File: src/rtl/regfile_wb_arbiter_if.sv
// Write-back request, operand-read and register-file drive signals shared by
// the execute/memory stages, decode and the write-back arbiter.
interface regfile_wb_arbiter_if #(
  parameter int unsigned DATA_W = 16,
  parameter int unsigned ADDR_W = 4,
  parameter int unsigned CNT_W  = 16
);
  logic              AluValid;
  logic              AluReady;
  logic [ADDR_W-1:0] AluDest;
  logic [DATA_W-1:0] AluData;
  logic              MemValid;
  logic              MemReady;
  logic [ADDR_W-1:0] MemDest;
  logic [DATA_W-1:0] MemData;
  logic              RdReq;
  logic [ADDR_W-1:0] RdSelA;
  logic [ADDR_W-1:0] RdSelB;
  logic              Stall;
  logic              RfWriteEnable;
  logic [ADDR_W-1:0] RfSelectInput;
  logic [DATA_W-1:0] RfIn;
  logic [ADDR_W-1:0] RfSelectA;
  logic [ADDR_W-1:0] RfSelectB;
  logic [CNT_W-1:0]  WriteCount;

  modport master (
    output AluValid, AluDest, AluData, MemValid, MemDest, MemData,
           RdReq, RdSelA, RdSelB,
    input  AluReady, MemReady, Stall, RfWriteEnable, RfSelectInput, RfIn,
           RfSelectA, RfSelectB, WriteCount
  );

  modport slave (
    input  AluValid, AluDest, AluData, MemValid, MemDest, MemData,
           RdReq, RdSelA, RdSelB,
    output AluReady, MemReady, Stall, RfWriteEnable, RfSelectInput, RfIn,
           RfSelectA, RfSelectB, WriteCount
  );
endinterface

File: src/rtl/regfile_wb_arbiter.sv
// Round-robin arbiter sharing the register-file write port between the ALU and
// memory write-back paths, with read-after-write stall detection for decode.
module regfile_wb_arbiter #(
  parameter int unsigned DATA_W = 16,
  parameter int unsigned ADDR_W = 4,
  parameter int unsigned CNT_W  = 16
) (
  input  logic Clock,
  input  logic Reset,
  regfile_wb_arbiter_if.slave bus
);

  typedef enum logic {
    GRANT_ALU = 1'b0,
    GRANT_MEM = 1'b1
  } grant_e;

  grant_e            last_grant;
  logic              alu_grant;
  logic              alu_fire;
  logic              mem_fire;
  logic              match_a;
  logic              match_b;
  logic              stall;
  logic              wr_en;
  logic [ADDR_W-1:0] wr_sel;
  logic [DATA_W-1:0] wr_data;
  logic [CNT_W-1:0]  wr_count;

  // Grant and hazard decode; nothing is accepted or stalled while in reset.
  always_comb begin
    alu_grant = 1'b0;
    alu_fire  = 1'b0;
    mem_fire  = 1'b0;
    match_a   = 1'b0;
    match_b   = 1'b0;
    stall     = 1'b0;

    alu_grant = bus.AluValid & (~bus.MemValid | (last_grant == GRANT_MEM));
    alu_fire  = Reset & alu_grant;
    mem_fire  = Reset & bus.MemValid & ~alu_grant;

    match_a = (bus.AluValid && (bus.AluDest == bus.RdSelA)) ||
              (bus.MemValid && (bus.MemDest == bus.RdSelA)) ||
              (wr_en        && (wr_sel      == bus.RdSelA));
    match_b = (bus.AluValid && (bus.AluDest == bus.RdSelB)) ||
              (bus.MemValid && (bus.MemDest == bus.RdSelB)) ||
              (wr_en        && (wr_sel      == bus.RdSelB));
    stall   = Reset & bus.RdReq & (match_a | match_b);
  end

  // Accepted request becomes the register-file write one cycle later.
  always_ff @(posedge Clock or negedge Reset) begin
    if (!Reset) begin
      last_grant <= GRANT_MEM;
      wr_en      <= 1'b0;
      wr_sel     <= '0;
      wr_data    <= '0;
      wr_count   <= '0;
    end else begin
      wr_en <= alu_fire | mem_fire;
      if (alu_fire) begin
        last_grant <= GRANT_ALU;
        wr_sel     <= bus.AluDest;
        wr_data    <= bus.AluData;
      end else if (mem_fire) begin
        last_grant <= GRANT_MEM;
        wr_sel     <= bus.MemDest;
        wr_data    <= bus.MemData;
      end
      if (wr_en) begin
        wr_count <= wr_count + CNT_W'(1);
      end
    end
  end

  assign bus.AluReady      = alu_fire;
  assign bus.MemReady      = mem_fire;
  assign bus.Stall         = stall;
  assign bus.RfWriteEnable = wr_en;
  assign bus.RfSelectInput = wr_sel;
  assign bus.RfIn          = wr_data;
  assign bus.RfSelectA     = bus.RdSelA;
  assign bus.RfSelectB     = bus.RdSelB;
  assign bus.WriteCount    = wr_count;

endmodule
File: src/flat_wrapper.sv
// flat-port wrapper written by rule: the top's interface ports become plain ports
module regfile_wb_arbiter_flat 
#(
  parameter int unsigned DATA_W = 16,
  parameter int unsigned ADDR_W = 4,
  parameter int unsigned CNT_W  = 16
)
  (Clock, Reset, bus_AluValid, bus_AluDest, bus_AluData, bus_MemValid, bus_MemDest, bus_MemData, bus_RdReq, bus_RdSelA, bus_RdSelB, bus_AluReady, bus_MemReady, bus_Stall, bus_RfWriteEnable, bus_RfSelectInput, bus_RfIn, bus_RfSelectA, bus_RfSelectB, bus_WriteCount);
  regfile_wb_arbiter_if #(.DATA_W(DATA_W), .ADDR_W(ADDR_W), .CNT_W(CNT_W)) bus_i ();
  input  logic Clock;
  input  logic Reset;
  input wire logic [$bits(bus_i.AluValid)-1:0] bus_AluValid;
  input wire logic [$bits(bus_i.AluDest)-1:0] bus_AluDest;
  input wire logic [$bits(bus_i.AluData)-1:0] bus_AluData;
  input wire logic [$bits(bus_i.MemValid)-1:0] bus_MemValid;
  input wire logic [$bits(bus_i.MemDest)-1:0] bus_MemDest;
  input wire logic [$bits(bus_i.MemData)-1:0] bus_MemData;
  input wire logic [$bits(bus_i.RdReq)-1:0] bus_RdReq;
  input wire logic [$bits(bus_i.RdSelA)-1:0] bus_RdSelA;
  input wire logic [$bits(bus_i.RdSelB)-1:0] bus_RdSelB;
  output wire logic [$bits(bus_i.AluReady)-1:0] bus_AluReady;
  output wire logic [$bits(bus_i.MemReady)-1:0] bus_MemReady;
  output wire logic [$bits(bus_i.Stall)-1:0] bus_Stall;
  output wire logic [$bits(bus_i.RfWriteEnable)-1:0] bus_RfWriteEnable;
  output wire logic [$bits(bus_i.RfSelectInput)-1:0] bus_RfSelectInput;
  output wire logic [$bits(bus_i.RfIn)-1:0] bus_RfIn;
  output wire logic [$bits(bus_i.RfSelectA)-1:0] bus_RfSelectA;
  output wire logic [$bits(bus_i.RfSelectB)-1:0] bus_RfSelectB;
  output wire logic [$bits(bus_i.WriteCount)-1:0] bus_WriteCount;
  assign bus_i.AluValid = bus_AluValid;
  assign bus_i.AluDest = bus_AluDest;
  assign bus_i.AluData = bus_AluData;
  assign bus_i.MemValid = bus_MemValid;
  assign bus_i.MemDest = bus_MemDest;
  assign bus_i.MemData = bus_MemData;
  assign bus_i.RdReq = bus_RdReq;
  assign bus_i.RdSelA = bus_RdSelA;
  assign bus_i.RdSelB = bus_RdSelB;
  assign bus_AluReady = bus_i.AluReady;
  assign bus_MemReady = bus_i.MemReady;
  assign bus_Stall = bus_i.Stall;
  assign bus_RfWriteEnable = bus_i.RfWriteEnable;
  assign bus_RfSelectInput = bus_i.RfSelectInput;
  assign bus_RfIn = bus_i.RfIn;
  assign bus_RfSelectA = bus_i.RfSelectA;
  assign bus_RfSelectB = bus_i.RfSelectB;
  assign bus_WriteCount = bus_i.WriteCount;
  regfile_wb_arbiter #(.DATA_W(DATA_W), .ADDR_W(ADDR_W), .CNT_W(CNT_W)) u_core (.Clock(Clock), .Reset(Reset), .bus(bus_i));
endmodule
File: config.mk
export PLATFORM = sky130hd
export DESIGN_NAME = regfile_wb_arbiter_flat
export DESIGN_NICKNAME = d
export VERILOG_FILES = /design/src/rtl/regfile_wb_arbiter_if.sv /design/src/rtl/regfile_wb_arbiter.sv /design/src/flat_wrapper.sv
export SDC_FILE = /design/constraint.sdc
export NUM_CORES = 1
export LEC_CHECK = 0
export CAP_MARGIN = 40
export CELL_PAD_IN_SITES_DETAIL_PLACEMENT = 1
export CELL_PAD_IN_SITES_GLOBAL_PLACEMENT = 1
export CORE_MARGIN = 1.5
export CORE_UTILIZATION = 31
export CTS_CLUSTER_SIZE = 24
export DETAILED_ROUTE_END_ITERATION = 16
export PLACE_DENSITY_LB_ADDON = 0.1
export SLEW_MARGIN = 20
export SYNTH_ARGS = -nofsm -noshare
export SYNTH_HDL_FRONTEND = slang
export SYNTH_SLANG_ARGS = --single-unit
File: constraint.sdc
create_clock -name Clock -period 3.6 [get_ports Clock]
set_input_delay 0.72 -clock Clock [delete_from_list [all_inputs] [get_ports Clock]]
set_output_delay 0.72 -clock Clock [all_outputs]
set_load 0.1 [all_outputs]
==> impl_metrics.ini, run 1 <==
[run_status]
status = finished clean

[pwr]
peakVddDrop_mv = 0.594
p_leak_nw = 1.61
power_frac_comb = 0.562
pwr-share-seq = 0.251
power_mw = 2.31
internal-power_mw = 1.27
p_per_area_nw_per_um2 = 621
swShare = 0.453
power_switching_mw = 1.05
clockPowerShare = 0.187

[grt]
grt-busiest-layer = met2
antenna_found_initial = 0
grt_pass1_vias = 2081
grt_overflow = 0
grt_use_met2 = 0.333
grt_pass1_wl_microns = 9840
grt_usage = 0.191
grt.met1_usage = 0.235
grtUsageMet3 = 0.0396
grt_max_degree = 40

[critical_path]
r2r-start = u_core.last_grant
rr_worst_depth = 4
cp.arrival_ps = 2250
setup.worst_path.end_class = output port
cp-start-kind = primary input
reg2reg_slack_ps = 1920
path_class = in -> out
worstPathMaxFanout = 4
worstPathRequired_ps = 2880
reg2reg_to = u_core.bus.RfIn[0]

[sta]
maxSlewViolCount = 0
holdWs_ps = 471
setup-tns-final_ps = 0
finalSetupViolations = 0
maxSlewHeadroom = 0.650
setup_ws_ps = 632
rsz0062_at_grt = false
fin_crit_sh = 0.824
max_clock_freq_ghz = 0.337
period_needed_ps = 2970
finalHoldViolations = 0
fin_skew_ps = 8.51
worst_pin_slew_ps = 525

[routing]
drt_pass1_iterations = 3
viasPerCell = 4.85
drtIter0Drc = 50
antenna_left = 0
routed_wl_microns = 6360
wl_per_cell_microns = 15.8
num_vias = 1956
drc = 0

[clock_network]
cts_tree = built
cts_buffer_depth = 2
cts_buffers = 5
postCtsHoldBufs = 0
clkLatencyLatePin_ps = 280
cts.sinks = 38
cts-root-buf = clkbuf_8
post_cts_buffers = 0
ctsResizeCount = 0
h-tree-depth = 2
clkSlewWorstSetupHoldPaths_ps = 80

[floorplan]
core_area_sq_um = 6030
io_pins = 101
die-area_sq_um = 6850
start_util = 0.327
row_count = 28
die_h_microns = 82.8
die_width_microns = 82.8

[logic_synthesis]
avgSynthCellArea_sq_um = 10.1
syn_area_sq_um = 1970
ys_warn_count = 0
yosys_register_bits = 38
syn-num-nets = 250
syn_inst = 196
synth_cell_types = 28
seq_area_frac_synth = 0.483

[placement]
place.port_buffers = 100
dpl_cell_area_sq_um = 3590
dpl.hpwl_microns = 4950
place.gp.congestion = 0.747
dp_slack_ps = 660

[cells_and_area]
design_area_sq_um = 3730
final_common_cell = clkdlybuf4s50_1
fin_nets = 381
diodes = 0
drive_gt1_frac = 0.207
most-common-layout-cells = 87 x clkdlybuf4s50_1, 37 x dfrtp_1, 31 x buf_8
syn_to_final_growth_pct = 89.0

[min_path]
min_to = u_core.bus.WriteCount[15]
hold_class = reg -> reg
whs_path_depth = 1
hold_start = u_core.bus.WriteCount[15]

[run]
drv_cap = 0
worst max-delay path, stage by stage:
cell,delay (ps)
clkdlybuf4s50_1,510
xor2_1,190
nor4_1,310
o2111ai_1,180
nand3_1,160
buf_12,190
cells in the mapped netlist (all sizes together):
| cell | instances | area share |
|---|---|---|
| xnor2 | 12 | 0.053 |
| nor3 | 2 | 0.010 |
| mux2 | 1 | 0.0057 |
| nor2 | 3 | 0.0057 |
| o2111ai | 3 | 0.013 |
| nor4 | 6 | 0.019 |
| nand3 | 3 | 0.0076 |
| dfrtp | 37 | 0.47 |
| xor2 | 27 | 0.12 |
| a21o | 2 | 0.011 |
| buf | 14 | 0.049 |
| a21oi | 7 | 0.018 |
| dfstp | 1 | 0.013 |
| nand2 | 23 | 0.045 |
| and3 | 4 | 0.013 |
| ha | 1 | 0.0063 |
| clkinv | 1 | 0.0025 |
| o22ai | 20 | 0.063 |
| o21ai | 14 | 0.036 |
| nand4 | 5 | 0.019 |
| inv | 10 | 0.019 |
final cells by class:
cell class,count,area [sq um]
fillers,638,2300
repair buffers,138,1620
flip-flops and latches,38,952
multi-input cells,133,880
well taps,75,93.8
clock buffers,5,68.8
clock inverters,3,68.8
inverters,11,42.5
state kept, by name, summed over array words and instances (netlist names):
name,cells
u_core.bus.RfSelectInput,4
u_core.bus.WriteCount,16
u_core.bus.RfWriteEnable,1
u_core.last_grant,1
u_core.bus.RfIn,16
through the flow:
stage / cells / util
final: 403 / 0.619
after global routing: 403 / 0.619
after detailed placement: 395 / 0.596
after CTS: 403 / 0.619
after global placement: 359 / 0.496
after floorplan: 196 / -
power groups by stage:
stage          Combinational, mW  Clock (mW)  Sequential, mW
2_1_floorplan              0.200           0            1.13
3_3_place_gp                1.02           0           0.590
3_5_place_dp                1.31           0           0.591
4_1_cts                     1.31       0.444           0.582
5_1_grt                     1.35       0.461           0.592
6_report                    1.30       0.432           0.581
worst max-delay path by stage:
stage	from	endpoint	slack, ps
3_5_place_dp	bus_RdSelB[1]	bus_Stall	660
2_1_floorplan	u_core.bus.RfSelectInput[1]	bus_Stall	600
3_3_place_gp	bus_RdSelA[1]	bus_Stall	640
6_report	bus_RdSelA[0]	bus_Stall	630
4_1_cts	bus_RdSelA[0]	bus_Stall	660
5_1_grt	bus_RdSelA[0]	bus_Stall	510
logic make-up after synthesis:
group                      synth area share
AOI/OAI and AO/OA                     0.141
xor gates and xnor gates              0.173
muxes                               0.00571
DFF                                   0.483
adders and majority gates           0.00634
buffers and inverters                0.0711
and+or+nand+nor                       0.119
per-layer routing:
metal  routed length (microns)  vias up
met5                         0        -
met4                       114        0
met3                       403       10
met2                      3060       73
met1                      2780      937
li1                          -      936
No activity file was read; power rests on OpenSTA's default activity.
==> run 2: changes to the inputs <==
--- a/config.mk
+++ b/config.mk
@@ -9,7 +9,7 @@
 export CELL_PAD_IN_SITES_DETAIL_PLACEMENT = 1
 export CELL_PAD_IN_SITES_GLOBAL_PLACEMENT = 1
 export CORE_MARGIN = 1.5
-export CORE_UTILIZATION = 31
+export CORE_UTILIZATION = 26
 export CTS_CLUSTER_SIZE = 24
 export DETAILED_ROUTE_END_ITERATION = 16
 export PLACE_DENSITY_LB_ADDON = 0.1
==> constraint.sdc (replaced) <==
create_clock -name Clock -period 2.6 [get_ports Clock]
set_input_delay 0.52 -clock Clock [delete_from_list [all_inputs] [get_ports Clock]]
set_output_delay 0.52 -clock Clock [all_outputs]
set_load 0.1 [all_outputs]
==> run 2 against run 1 <==
First-iteration DRC count decreased by 34%. Largest power group unchanged. Register-to-register slack got worse by 920 ps. Cell area decreased by 12%.
==> impl_metrics.ini, run 2 (same netlist as run 1, synthesis figures left out) <==
[run]
drv_cap = 0

[clock_network]
cts_buffers = 5
cts_buffer_depth = 2
cts-root-buf = clkbuf_8
post_cts_buffers = 0
cts_tree = built
postCtsHoldBufs = 0
ctsResizeCount = 0
cts.sinks = 38
clkLatencyLatePin_ps = 300
h-tree-depth = 2
clkSlewWorstSetupHoldPaths_ps = 80

[sta]
finalSetupViolations = 0
period_needed_ps = 2500
fin_crit_sh = 0.963
setup-tns-final_ps = 0
worst_pin_slew_ps = 494
finalHoldViolations = 0
max_clock_freq_ghz = 0.400
rsz0062_at_grt = false
fin_skew_ps = 10.9
maxSlewHeadroom = 0.670
maxSlewViolCount = 0

[routing]
num_vias = 1840
drtIter0Drc = 33
drc = 0
routed_wl_microns = 6110
wl_per_cell_microns = 15.2
antenna_left = 0
drt_pass1_iterations = 4
viasPerCell = 4.58

[critical_path]
max_stage_delay_ps = 500
cp_cell_sequence = clkdlybuf4s50_1, xor2_1, nor4_2, o2111ai_1, nand3_2, buf_12
cp.depth = 6
worstPathRequired_ps = 2080
rr_worst_depth = 4
slowest_stage = clkdlybuf4s50_1
path_class = in -> out
worstPathMaxFanout = 4
crit_family = buffers and inverters
cp.arrival_ps = 1980
reg2reg_slack_ps = 1000
setup.worst_path.end_class = output port
r2r-start = u_core.last_grant
cp-start-kind = primary input
path_buf_inv = 2
reg2reg_to = u_core.bus.RfIn[12]

[grt]
grt.met1_usage = 0.220
grt-busiest-layer = met2
grt_overflow = 0
antenna_found_initial = 0
grtUsageMet3 = 0.0499
grt_pass1_vias = 2071
grt_max_degree = 24
grt_usage = 0.158
grt_use_met2 = 0.235
grt_pass1_wl_microns = 10500

[cells_and_area]
fin_nets = 356
most-common-layout-cells = 50 x buf_4, 48 x clkdlybuf4s50_1, 37 x dfrtp_1
num-fill-cells = 838
diodes = 0
drive_gt1_frac = 0.274
final_common_cell = buf_4
syn_to_final_growth_pct = 66.2

[floorplan]
core_area_sq_um = 7290
io_pins = 101
die-area_sq_um = 8120
die_h_microns = 90.1
start_util = 0.270
row_count = 31
die_width_microns = 90.1

[placement]
place.port_buffers = 100
place.gp.congestion = 0.793
dpl.hpwl_microns = 4750

[pwr]
power_mw = 2.84
p_leak_nw = 1.49
peakVddDrop_mv = 0.305
p_per_area_nw_per_um2 = 868

[min_path]
hold_class = in -> async

[run_status]
status = finished clean
[run 2: worst max-delay path by stage]
stage | startpoint | endpoint | slack [ps]
6_report | bus_RdSelB[2] | bus_Stall | 100
5_1_grt | bus_RdSelA[3] | bus_Stall | 3
4_1_cts | bus_RdSelB[1] | bus_Stall | 30
3_5_place_dp | bus_RdSelB[1] | bus_Stall | 40
3_3_place_gp | bus_RdSelB[1] | bus_Stall | 50
2_1_floorplan | u_core.bus.RfSelectInput[1] | bus_Stall | 80
[run 2: layout make-up]
class	count	area, sq um	share of cell area
Inverter	11	42.5	0.0130
Sequential cell	38	952	0.290
Timing Repair Buffer	113	1120	0.341
Clock buffer	5	68.8	0.0210
Multi-Input combinational cell	133	903	0.276
Clock inverter	3	68.8	0.0210
Tap cell	99	124	0.0378
[run 2: layer usage]
| layer | wire (microns) | vias up |
|---|---|---|
| met3 | 397 | 4 |
| met2 | 2640 | 67 |
| li1 | - | 890 |
| met5 | 0 | - |
| met1 | 3030 | 879 |
| met4 | 45 | 0 |
[run 2: metrics by stage]
stage / hold WS, ps / instances / instance area (sq um) / worst slack (ps) / util
floorplan: 224 / 196 / 1980 / 83.2 / -
global placement: 447 / 394 / 3110 / 52.6 / 0.427
detailed placement: 439 / 394 / 3110 / 38.8 / 0.427
CTS: 118 / 402 / 3250 / 31.7 / 0.446
global route: 119 / 402 / 3280 / 3.31 / 0.450
finish: 111 / 402 / 3280 / 96.9 / 0.450
[run 2: power by group]
group          switching, mW  internal (mW)
Clock                  0.235          0.385
Sequential             0.110          0.699
Combinational           1.06          0.358
